[src/rtl/arcade_pkg.sv]
// Shared arcade video types, the colour-key default and the built-in sprite image.
package arcade_pkg;

  typedef struct packed {
    logic [3:0] r;
    logic [3:0] g;
    logic [3:0] b;
  } rgb444_t;

  typedef logic signed [11:0] coord_t;

  localparam logic [11:0] TRANSPARENT_DEFAULT = 12'hFFF;

  // Procedural sprite image: a gradient with marker texels on row 0 of the early frames.
  function automatic logic [11:0] sprite_texel(input int frame, input int row,
                                               input int col, input int spr_w);
    logic [11:0] t;
    t = {4'(frame * 3 + col / 16), 4'(row), 4'(col)};
    if (row == 0 && col == 0 && frame == 0) t = 12'h0F0;
    else if (row == 0 && col == 0 && frame == 1) t = 12'hFFF;
    else if (row == 0 && col == spr_w - 1) t = 12'h123;
    return t;
  endfunction

endpackage

[src/rtl/sprite_rom.sv]
// Synchronous single-port sprite ROM: address registered on clk, data one cycle later.
module sprite_rom
  import arcade_pkg::*;
#(
  parameter int FRAMES = 4,
  parameter int SPR_W  = 128,
  parameter int SPR_H  = 64,
  localparam int FW = (FRAMES > 1) ? $clog2(FRAMES) : 1,
  localparam int RB = $clog2(SPR_H),
  localparam int CB = $clog2(SPR_W),
  localparam int AW = FW + RB + CB
)(
  input  logic          clk,
  input  logic [AW-1:0] addr,
  output logic [11:0]   q
);

  logic [AW-1:0] addr_q;

  always_ff @(posedge clk) begin
    addr_q <= addr;
  end

  assign q = sprite_texel(int'(addr_q[AW-1 -: FW]), int'(addr_q[CB +: RB]),
                          int'(addr_q[CB-1:0]), SPR_W);

endmodule

[src/rtl/draw_sprite_anim.sv]
// Animated, scaled, mirrorable sprite renderer with a 2-clock pixel pipeline.
module draw_sprite_anim
  import arcade_pkg::*;
#(
  parameter int          SPR_W       = 128,
  parameter int          SPR_H       = 64,
  parameter int          FRAMES      = 4,
  parameter int          FRAME_DIV   = 8,
  parameter logic [11:0] TRANSPARENT = TRANSPARENT_DEFAULT,
  localparam int FW = (FRAMES > 1) ? $clog2(FRAMES) : 1
)(
  input  logic          clk,
  input  logic          resetN,
  input  logic [10:0]   pxl_x,
  input  logic [10:0]   pxl_y,
  input  coord_t        topLeft_x,
  input  coord_t        topLeft_y,
  input  logic [1:0]    scale,
  input  logic          flip_x,
  input  logic          visible,
  input  logic          startOfFrame,
  input  logic          anim_en,
  input  logic          oneshot,
  input  logic          anim_restart,
  input  logic [FW-1:0] frame_sel,
  output logic [3:0]    Red_level,
  output logic [3:0]    Green_level,
  output logic [3:0]    Blue_level,
  output logic          Drawing,
  output logic [FW-1:0] cur_frame,
  output logic          anim_done
);

  localparam int CB = $clog2(SPR_W);
  localparam int RB = $clog2(SPR_H);
  localparam int DW = (FRAME_DIV > 1) ? $clog2(FRAME_DIV) : 1;
  localparam logic [FW-1:0] FRAME_LAST = FW'(FRAMES - 1);
  localparam logic [DW-1:0] DIV_LAST   = DW'(FRAME_DIV - 1);

  logic [1:0]         scale_eff;
  logic signed [12:0] off_x, off_y;
  logic [13:0]        lim_x, lim_y;
  logic               hit, hit_d;
  logic [CB-1:0]      col, col_raw;
  logic [RB-1:0]      row;
  logic [11:0]        rom_q;
  logic [FW-1:0]      frame_inc;
  logic [DW-1:0]      div_cnt;
  logic               stopped;
  rgb444_t            pix_q;

  assign scale_eff = (scale == 2'd3) ? 2'd2 : scale;
  assign off_x = $signed({2'b00, pxl_x}) - $signed({topLeft_x[11], topLeft_x});
  assign off_y = $signed({2'b00, pxl_y}) - $signed({topLeft_y[11], topLeft_y});
  assign lim_x = 14'(SPR_W) << scale_eff;
  assign lim_y = 14'(SPR_H) << scale_eff;

  assign hit = visible & ~off_x[12] & ({2'b00, off_x[11:0]} < lim_x)
                       & ~off_y[12] & ({2'b00, off_y[11:0]} < lim_y);

  // Mirroring within a power-of-two width is a bitwise inversion of the column.
  assign col_raw = CB'(off_x[11:0] >> scale_eff);
  assign col     = flip_x ? ~col_raw : col_raw;
  assign row     = RB'(off_y[11:0] >> scale_eff);

  sprite_rom #(
    .FRAMES (FRAMES),
    .SPR_W  (SPR_W),
    .SPR_H  (SPR_H)
  ) u_rom (
    .clk  (clk),
    .addr ({cur_frame, row, col}),
    .q    (rom_q)
  );

  assign frame_inc = cur_frame + 1'b1;

  // Animation only steps on start-of-frame so a frame swap never tears mid-screen.
  always_ff @(posedge clk or negedge resetN) begin
    if (!resetN) begin
      cur_frame <= '0;
      div_cnt   <= '0;
      stopped   <= 1'b0;
      anim_done <= 1'b0;
    end else begin
      anim_done <= 1'b0;
      if (anim_restart) begin
        cur_frame <= '0;
        div_cnt   <= '0;
        stopped   <= 1'b0;
      end else if (startOfFrame) begin
        if (!anim_en) begin
          cur_frame <= (FRAMES > 1) ? frame_sel : '0;
          div_cnt   <= '0;
        end else if (stopped) begin
          if (!oneshot) stopped <= 1'b0;
        end else if (div_cnt != DIV_LAST) begin
          div_cnt <= div_cnt + 1'b1;
        end else begin
          div_cnt <= '0;
          if (oneshot && (cur_frame == FRAME_LAST || frame_inc == FRAME_LAST)) begin
            cur_frame <= FRAME_LAST;
            stopped   <= 1'b1;
            anim_done <= 1'b1;
          end else if (cur_frame == FRAME_LAST) begin
            cur_frame <= '0;
          end else begin
            cur_frame <= frame_inc;
          end
        end
      end
    end
  end

  // hit is delayed to line up with the ROM data; colour holds while not drawing.
  always_ff @(posedge clk or negedge resetN) begin
    if (!resetN) begin
      hit_d   <= 1'b0;
      Drawing <= 1'b0;
      pix_q   <= '0;
    end else begin
      hit_d <= hit;
      if (hit_d && rom_q != TRANSPARENT) begin
        Drawing <= 1'b1;
        pix_q   <= rgb444_t'(rom_q);
      end else begin
        Drawing <= 1'b0;
      end
    end
  end

  assign Red_level   = pix_q.r;
  assign Green_level = pix_q.g;
  assign Blue_level  = pix_q.b;

endmodule

[config.mk]
export PLATFORM = sky130hd
export DESIGN_NAME = draw_sprite_anim
export DESIGN_NICKNAME = d
export VERILOG_FILES = /design/src/rtl/arcade_pkg.sv /design/src/rtl/sprite_rom.sv /design/src/rtl/draw_sprite_anim.sv
export SDC_FILE = /design/constraint.sdc
export NUM_CORES = 1
export LEC_CHECK = 0
export CAP_MARGIN = 10
export CORE_MARGIN = 2
export CORE_UTILIZATION = 30
export CTS_BUF_LIST = sky130_fd_sc_hd__clkbuf_8 sky130_fd_sc_hd__clkbuf_16
export DETAILED_ROUTE_END_ITERATION = 7
export SYNTH_ARGS = -nofsm -noshare
export SYNTH_HDL_FRONTEND = slang
export SYNTH_SLANG_ARGS = --single-unit
[constraint.sdc]
create_clock -name clk -period 3.3 [get_ports clk]
set_input_delay 0.66 -clock clk [delete_from_list [all_inputs] [get_ports clk]]
set_output_delay 0.66 -clock clk [all_outputs]
set_load 0.03 [all_outputs]
Word level (Yosys, flattened, before mapping)

Index checks and enable logic that the tools add are counted.

Add/sub/neg operators: 5
Multiply operators: 1
$lt $le $gt $ge: 2
Equal/unequal tests: 9
Shift-type cells: 4
Mux-type cells: 29
Bitwise logic cells: 7
Reduce and logical (&&, ||, !) cells: 15

Operators by type and width:

| operator               | count |
|---|---|
| $mux W12               | 3 |
| $lt A12 B14 Y1         | 2 |
| $sub A12 B12 Y13       | 2 |
| $mux W2                | 8 |
| $mux W3                | 5 |
| $shl A7 B2 Y14 const A | 1 |
| $shl A8 B2 Y14 const A | 1 |
| $mux W1                | 12 |
| $ne A12 B12 Y1 const B | 1 |
| $shr A12 B2 Y6         | 1 |
| $shr A12 B2 Y7         | 1 |
| $ne A3 B3 Y1 const B   | 3 |
| $eq A2 B2 Y1 const B   | 4 |
| $eq A7 B1 Y1 const B   | 1 |
| $logic_not A7 Y1       | 1 |
| $mux W7                | 1 |
| $not A7 Y7             | 1 |
| $logic_and A1 B1 Y1    | 6 |
| $logic_not A6 Y1       | 1 |
| $add A4 B4 Y4          | 1 |
| $and A1 B1 Y1          | 4 |
| $mul A2 B2 Y4 const B  | 1 |
| $reduce_and A2 Y1      | 2 |
| $reduce_bool A2 Y1     | 2 |
| 6 further kinds        | 7 |

Bits in registers: 36
Bits of input ports: 58
Output and inout port bits: 16
Logic and storage cells: 82

Longest topological paths before layout

Gate-level depths: netlist of the first run.

Depth in word-level cells: 10
Gate-level depth with buffers: 15
Mapped depth without buffers: 15

By module

Synthesis of the first run repeated with hierarchy kept, for this count alone.

Cells, all modules: 416
Area total of the unflattened synthesis: 3283.1 um^2

Modules (own cells, without submodules):

| module           | times used | cells an instance | area an instance (um^2) | seq. area each (um^2) |
|---|---|---|---|---|
| draw_sprite_anim | 1          | 356               | 2668.8                  | 525.5 |
| sprite_rom       | 1          | 60                | 614.3                   | 300.3 |

Worst setup path before layout of the first run

No wires, ideal clock.

Kind: input port to flip-flop
From: input pxl_y[0]
To: register hit_d
Setup time: 0.065 ns
Arrival time: 2.859 ns
Required time: 3.235 ns
Setup slack: 0.376 ns
Stages on the path: 15
Buffers on the path: 0
Path through: inv_1 ha_1 fa_1 nor2b_1 o21ai_0 and2_1 o22ai_1 o21ai_0 nand2b_1 xor2_1 ha_1 o21ai_0 a21oi_1 nor3_1 o211a_1

Word-level cells in the longest chain between the ends: 4
Elaborated cells on any way between the ends: 5
Classes of those cells: add/sub: 1; order compare: 1; bitwise: 3

RTL lines:

| item                                                   | line                    | source |
|---|---|---|
| from (decl)                                            | draw_sprite_anim.sv:15  | `input logic [10:0] pxl_y,` |
| $sub A12 B12 Y13 *                                     | draw_sprite_anim.sv:54  | `assign off_y = $signed({2'b00, pxl_y}) - $signed({topLeft_y[11], topLeft_y});` |
| branches (longest 2 deep; another with $lt A12 B14 Y1) | --                      |  |
| $and A1 B1 Y1 *                                        | draw_sprite_anim.sv:59  | `& ~off_y[12] & ({2'b00, off_y[11:0]} < lim_y);` |
| named net hit                                          | draw_sprite_anim.sv:43  | `logic hit, hit_d;` |
| to (signal assigned)                                   | draw_sprite_anim.sv:122 | `hit_d <= hit;` |
| to (decl)                                              | draw_sprite_anim.sv:43  |  |

Mark *: on every way through the listed nets, which the timed path passes.
A chain may end at the register's enable or synchronous reset.

Final worst setup path of the first run

Ends and elaborated chain as after synthesis.

==> results.toml, run 1 <==
[synthesis]
ys_ff_latch = 36
synth_warnings = 0
syn_area_mm2 = 0.00316
synth_area_per_cell_um2 = 8.59
ys_types = 57
synth_edf_count = 0
ys.flop_type = "dfrtp_1"
ys_seq_area_frac = 0.261
synth_area_leaders = "dfrtp_1, ha_1, dfxtp_1, a21oi_1, inv_1"
ys_async_sr_fraction = 0.583
netlist.area_leader.share = 0.166
synth_top_area_cell = "dfrtp_1"
syn-instance-count = 368

[floorplan]
die_width_um = 107
dieArea_mm2 = 0.0114
initial_core_util = 0.308
die_h_um = 107
fp-row-count = 37
coreArea_mm2 = 0.0103
io_pins = 74

[timing]
max_freq_mhz = 321
maxSlewHeadroom = 0.323
hold_viol = 0
fin_setup_tns_ns = 0
layout_min_cycle_time_ns = 3.12
final-max-slew-violation-count = 0
finalWorstSetupSlack_ns = 0.182
setup-violations-final = 0
skew_ns = 0.00797
worstMarginPinSlew_ns = 1.01
finalCritPeriodShare = 0.945

[worst_setup_path]
worstPathCellList = "clkdlybuf4s50_1, inv_1, ha_1, fa_1, nor2b_1, o21ai_0, and2_1, o22ai_2, buf_4, a21o_1, inv_1, ha_1, o21ai_0, a21oi_1, nor3_2, o211a_1"
required_ns = 3.52
max_stage_delay_ns = 0.45
crit_path_max_fanout = 3
slowest_stage = "clkdlybuf4s50_1"
end_kind = "register"
crit_path_start_kind = "input port"
path_class = "in -> reg"
path_delay_family = "adder cells"
crit_cells = 16
crit_buf_inv = 4
arrival_ns = 3.34
worstRegToRegCells = 10

[clocking]
clkSlewWorstSetupHoldPaths_ns = 0.07
clkSinkCount = 36
cts_buffer_depth = 2
postCtsSetupRepairBufs = 0
cts_buffers = 5
clk_latency_ns = 0.29
cts_tree = "done"
cts_root_buffer = "clkbuf_8"
htreeDepth = 2

[route]
post_drt_wl_per_cell_um = 11.2
ant_nets = 0
via_per_inst = 4.68
wl_um = 6740
dr_total_vias = 2826
dr.pass1.iters = 4
drc_errors = 0
drt_iter0_markers = 82

[hold_path]
holdPathStages = 0
hp-class = "reg -> reg"

[power]
p_leak_nw = 2.03
power_density_mw_per_mm2 = 495
peakVddDrop_mv = 0.331

[grt]
gr-total-overflow = 0
grt_max_degree = 22
groute.usage.overall = 0.123
antenna_found_initial = 0
grt_pass1_wl_um = 11700
grt_pass1_vias = 2706

[finish]
area_growth_pct = 40.0
drive_gt1_frac = 0.132
final_nets = 568
n_antenna_cell = 0

[place]
dpl.hpwl_um = 5650
portBuffers = 73
preCtsSetupSlack_ns = -0.249
gp_congestion = 0.759

[job]
max_cap_violations = 0

[status]
status = "finished, final reports clean"
-- layer usage --
layer / GRT usage / vias up / part of all wire
met1: 0.151 / 1277 / 0.46
li1: - / 1488 / -
met2: 0.221 / 55 / 0.49
met4: 0.0297 / 0 / 0.0089
met3: 0.0219 / 6 / 0.044
met5: 0 / - / 0
-- timing repair --
item,CTS,global route
resized for setup,0,16
setup endpoints to repair,0,1
hold buffers,0,0
-- stage by stage --
stage	hold WS (ns)	power (mW)	instance area [um^2]	instances	utilization
2_1_floorplan	0.364	1.26	3170	369	-
3_3_place_gp	0.460	1.63	4210	596	0.410
3_5_place_dp	0.450	1.65	4210	596	0.410
4_1_cts	0.472	2.19	4370	604	0.425
5_1_grt	0.502	2.34	4430	604	0.431
6_report	0.466	2.19	4430	604	0.431
-- sequential cells by signal, indices dropped and copies added (netlist names) --
| register | count |
|---|---|
| Blue_level | 4 |
| Drawing | 1 |
| Green_level | 4 |
| Red_level | 4 |
| anim_done | 1 |
| cur_frame | 2 |
| div_cnt | 3 |
| hit_d | 1 |
| stopped | 1 |
| u_rom.addr_q | 15 |
-- placed cells by master (no fill, tap or decap), types with 3 or more instances in the layout --
master,netlist,final
a211o_1,3,3
a211oi_1,4,3
a21oi_1,32,30
a21oi_2,1,3
a22o_1,3,3
buf_4,0,28
bufinv_16,0,3
clkbuf_8,0,5
clkdlybuf4s50_1,0,72
dfrtp_1,21,21
dfxtp_1,15,15
fa_1,4,4
ha_1,39,38
inv_1,40,40
mux2_2,4,4
mux2_4,5,5
mux2i_1,9,9
nand2_1,29,29
nand3_1,4,4
nor2_1,28,28
nor2b_1,7,7
nor3_1,10,8
o21a_1,7,7
o21ai_0,23,19
o21ai_1,0,3
or3_1,3,3
xnor2_1,14,14
xor2_1,10,10
-- power by group --
group	internal [mW]	switching [mW]	total, mW
Sequential	0.557	0.0819	0.639
Clock	0.378	0.158	0.536
Combinational	0.518	0.497	1.02
Total	1.45	0.737	2.19
-- worst reg2reg max path, cell delays in order (launching register included) --
cell and delay, ns:
dfxtp_1 0.34, fa_1 0.54, ha_1 0.14, inv_1 0.05
fa_1 0.37, xor2_1 0.19, nor4_1 0.28, a22oi_2 0.12
o21ai_4 0.20, o21ai_4 0.17, mux2_4 0.33
-- final cells by class --
class                   instances  area (um^2)
clock buffers                   5         68.8
inverters                      40          150
clock inverters                 3         90.1
multi-input cells             283         2180
flip-flops and latches         36          826
repair buffers                101          943
well taps                     136          170
fillers                      1050         5850
-- path summary, 6_finish.rpt --
check | from | to | slack [ns]
worst max-delay path | pxl_y[0] | hit_d$_DFF_PN0_ | 0.18
worst min-delay path | cur_frame[1]$_DFFE_PN0P_ | u_rom.addr_q[14]$_DFF_P_ | 0.47
worst max register to register | u_rom.addr_q[5]$_DFF_P_ | Blue_level[3]$_DFFE_PN0P_ | 0.46
worst min register to register | cur_frame[1]$_DFFE_PN0P_ | u_rom.addr_q[14]$_DFF_P_ | 0.47
max in group asynchronous | resetN | cur_frame[1]$_DFFE_PN0P_ | 1.75
min in group asynchronous | resetN | Blue_level[2]$_DFFE_PN0P_ | 0.92
-- Yosys cell counts, types with 2 or more instances --
library cell and count:
o31a_1 2, o21a_1 7, a211o_1 3, a21o_1 2, ha_1 39, mux2i_1 9, a211oi_1 4, nand3_1 4
or3_1 3, dfrtp_1 21, nor3_1 10, o211a_1 2, o22ai_1 2, nand2b_1 2, o21ai_0 23, mux2_2 4
and3_1 2, nor2_1 28, nor2b_1 7, a21boi_0 3, xor2_1 10, and2_1 2, o2111a_1 2, nand2_1 29
fa_1 4, nor4_1 2, mux2_4 5, dfxtp_1 15, o21ai_4 2, a21oi_1 32, xnor2_1 14, inv_1 40
clkbuf_1 5, buf_1 2, a22o_1 3, and4_1 2, buf_6 2
-- cell families (layout without fill, tap and decap cells) --
group                      Yosys count  in the layout  synth area share
DFF                                 36             36             0.261
buffers and inverters               50            149            0.0677
and+or+nand+nor                     95             95             0.142
AOI/OAI and AO/OA                  101            101             0.215
adders and majority gates           43             43             0.180
muxes                               18             18            0.0665
other                                1              2           0.00119
xor gates and xnor gates            24             24            0.0665
No activity file was read; power rests on OpenSTA's default activity.
==> run 2: changes to the inputs <==
--- a/config.mk
+++ b/config.mk
@@ -8,8 +8,9 @@
 export CAP_MARGIN = 10
 export CORE_MARGIN = 2
 export CORE_UTILIZATION = 30
-export CTS_BUF_LIST = sky130_fd_sc_hd__clkbuf_8 sky130_fd_sc_hd__clkbuf_16
+export CTS_BUF_LIST = sky130_fd_sc_hd__clkbuf_16
 export DETAILED_ROUTE_END_ITERATION = 7
+export PLACE_DENSITY = 0.54
 export SYNTH_ARGS = -nofsm -noshare
 export SYNTH_HDL_FRONTEND = slang
 export SYNTH_SLANG_ARGS = --single-unit
==> run 2 against run 1 <==
Net effect:
- design area decreased by 0.17%
- worst hold slack gained 0.0029 ns
- total power fell by 5.3%
- combinational power about the same
- register-to-register slack worse by 0.04 ns
- via count down 1.8%
- non-clock buffer count shrank 1
- first-iteration DRC count is 6.1% higher
- clock power fell by 21%
- utilization down 0.073 points
- highest routed layer unchanged
==> results.toml, run 2 (synthesis results as in run 1) <==
[worst_setup_path]
worstRegToRegCells = 10
crit_start = "pxl_y[0]"
path_class = "in -> reg"
r2r_end = "Blue_level[1]$_DFFE_PN0P_"
worstPathCellList = "clkdlybuf4s50_1, inv_1, ha_1, fa_2, nor2b_1, o21ai_0, and2_1, o22ai_2, o21ai_0, nand2b_1, xor2_1, ha_1, o21ai_1, a21oi_1, nor3_2, o211a_1"
arrival_ns = 3.30
crit_path_max_fanout = 2
path_delay_family = "adder cells"
r2r_setup_slack_ns = 0.42
max_stage_delay_ns = 0.45
required_ns = 3.51
r2r_start = "u_rom.addr_q[5]$_DFF_P_"
end_kind = "register"
crit_path_start_kind = "input port"
crit_buf_inv = 2
crit_cells = 16
slowest_stage = "clkdlybuf4s50_1"

[finish]
regMostFlops = "u_rom.addr_q"
area_growth_pct = 39.8
largest_reg_flops = 15
drive_gt1_frac = 0.135
final_common_cell = "clkdlybuf4s50_1"
final_nets = 567
stdcell_count = 603
n_antenna_cell = 0
final_cell_mix = "clkdlybuf4s50_1, inv_1, ha_1, a21oi_1, nand2_1"
design_area_mm2 = 0.00442

[timing]
maxSlewHeadroom = 0.338
layout_min_cycle_time_ns = 3.09
rsz0062_at_grt = "false"
max_freq_mhz = 324
fin_setup_tns_ns = 0
setup-violations-final = 0
hold_viol = 0
worstMarginPinSlew_ns = 0.990
final-max-slew-violation-count = 0
skew_ns = 0.00599
finalCritPeriodShare = 0.937

[route]
drc_errors = 0
drt_iter0_markers = 87
post_drt_wl_per_cell_um = 10.9
dr.pass1.iters = 6
ant_nets = 0
wl_um = 6600
dr_total_vias = 2774
via_per_inst = 4.60

[power]
peakVddDrop_mv = 0.331
power_density_mw_per_mm2 = 470
p_leak_nw = 2.04

[clocking]
cts_tree = "done"
clk_latency_ns = 0.27
cts_buffer_depth = 2
clkSlewWorstSetupHoldPaths_ns = 0.05
cts_root_buffer = "clkbuf_16"
cts_buffers = 5
postCtsSetupRepairBufs = 0
clkSinkCount = 36
htreeDepth = 2

[hold_path]
holdPathStages = 0
hp-start = "cur_frame[1]$_DFFE_PN0P_"
holdPathEnd = "u_rom.addr_q[14]$_DFF_P_"
hp-class = "reg -> reg"

[grt]
grt_pass1_vias = 2647
groute.usage.overall = 0.121
gr-total-overflow = 0
grt_max_degree = 22
grt_pass1_wl_um = 11700
antenna_found_initial = 0

[place]
dpl.hpwl_um = 5570
dpl_cell_area_mm2 = 0.00421
portBuffers = 73
gp_congestion = 0.815
place_inst = 595

[floorplan]
die_h_um = 107
coreArea_mm2 = 0.0103
initial_core_util = 0.308
dieArea_mm2 = 0.0114
io_pins = 74
fp-row-count = 37
die_width_um = 107

[status]
status = "finished, final reports clean"

[job]
max_cap_violations = 0
[run 2: report_power, final]
group	total (mW)	internal [mW]	switching [mW]	leakage, nW
Sequential	0.639	0.559	0.0806	0.392
Clock	0.426	0.271	0.156	0.0738
Combinational	1.01	0.516	0.494	1.57
[run 2: cell type report]
class / count / area [um^2]
tap: 136 / 170
clock inverter: 3 / 11.3
multi-input combinational: 283 / 2200
timing repair buffer: 100 / 938
fill: 1070 / 5860
clock buffer: 5 / 125
inverter: 40 / 150
sequential: 36 / 826
[run 2: worst max path at each step]
stage,endpoint,slack [ns]
2_1_floorplan,hit_d$_DFF_PN0_,0.38
3_3_place_gp,hit_d$_DFF_PN0_,-0.19
3_5_place_dp,hit_d$_DFF_PN0_,-0.20
4_1_cts,hit_d$_DFF_PN0_,0.05
5_1_grt,hit_d$_DFF_PN0_,0.02
6_report,hit_d$_DFF_PN0_,0.21
[run 2: what timing repair did]
action / CTS / global route
setup endpoints to repair: 0 / 1
gates resized for setup: 0 / 22
hold buffers: 0 / 0
[run 2: routing by layer]
layer / vias up / part of all wire / track usage
met5: - / 0 / 0
met1: 1244 / 0.49 / 0.163
met2: 47 / 0.47 / 0.207
met3: 4 / 0.037 / 0.0195
met4: 0 / 0.0047 / 0.0195
li1: 1479 / - / -
[run 2: through the flow]
step           hold slack, ns  power [mW]  setup slack, ns   util
5_1_grt                 0.484        2.23           0.0176  0.430
6_report                0.469        2.08            0.209  0.430
2_1_floorplan           0.364        1.26            0.376      -
3_3_place_gp            0.459        1.63           -0.189  0.409
3_5_place_dp            0.455        1.64           -0.201  0.409
4_1_cts                 0.471        2.08           0.0521  0.422
==> run 3: changes to the inputs <==
--- a/config.mk
+++ b/config.mk
@@ -9,6 +9,7 @@
 export CORE_MARGIN = 2
 export CORE_UTILIZATION = 30
 export CTS_BUF_LIST = sky130_fd_sc_hd__clkbuf_16
+export CTS_CLUSTER_SIZE = 25
 export DETAILED_ROUTE_END_ITERATION = 7
 export PLACE_DENSITY = 0.54
 export SYNTH_ARGS = -nofsm -noshare
==> results of run 3 <==
Same layout as run 2: the final DEF is identical, and so are final timing and power.
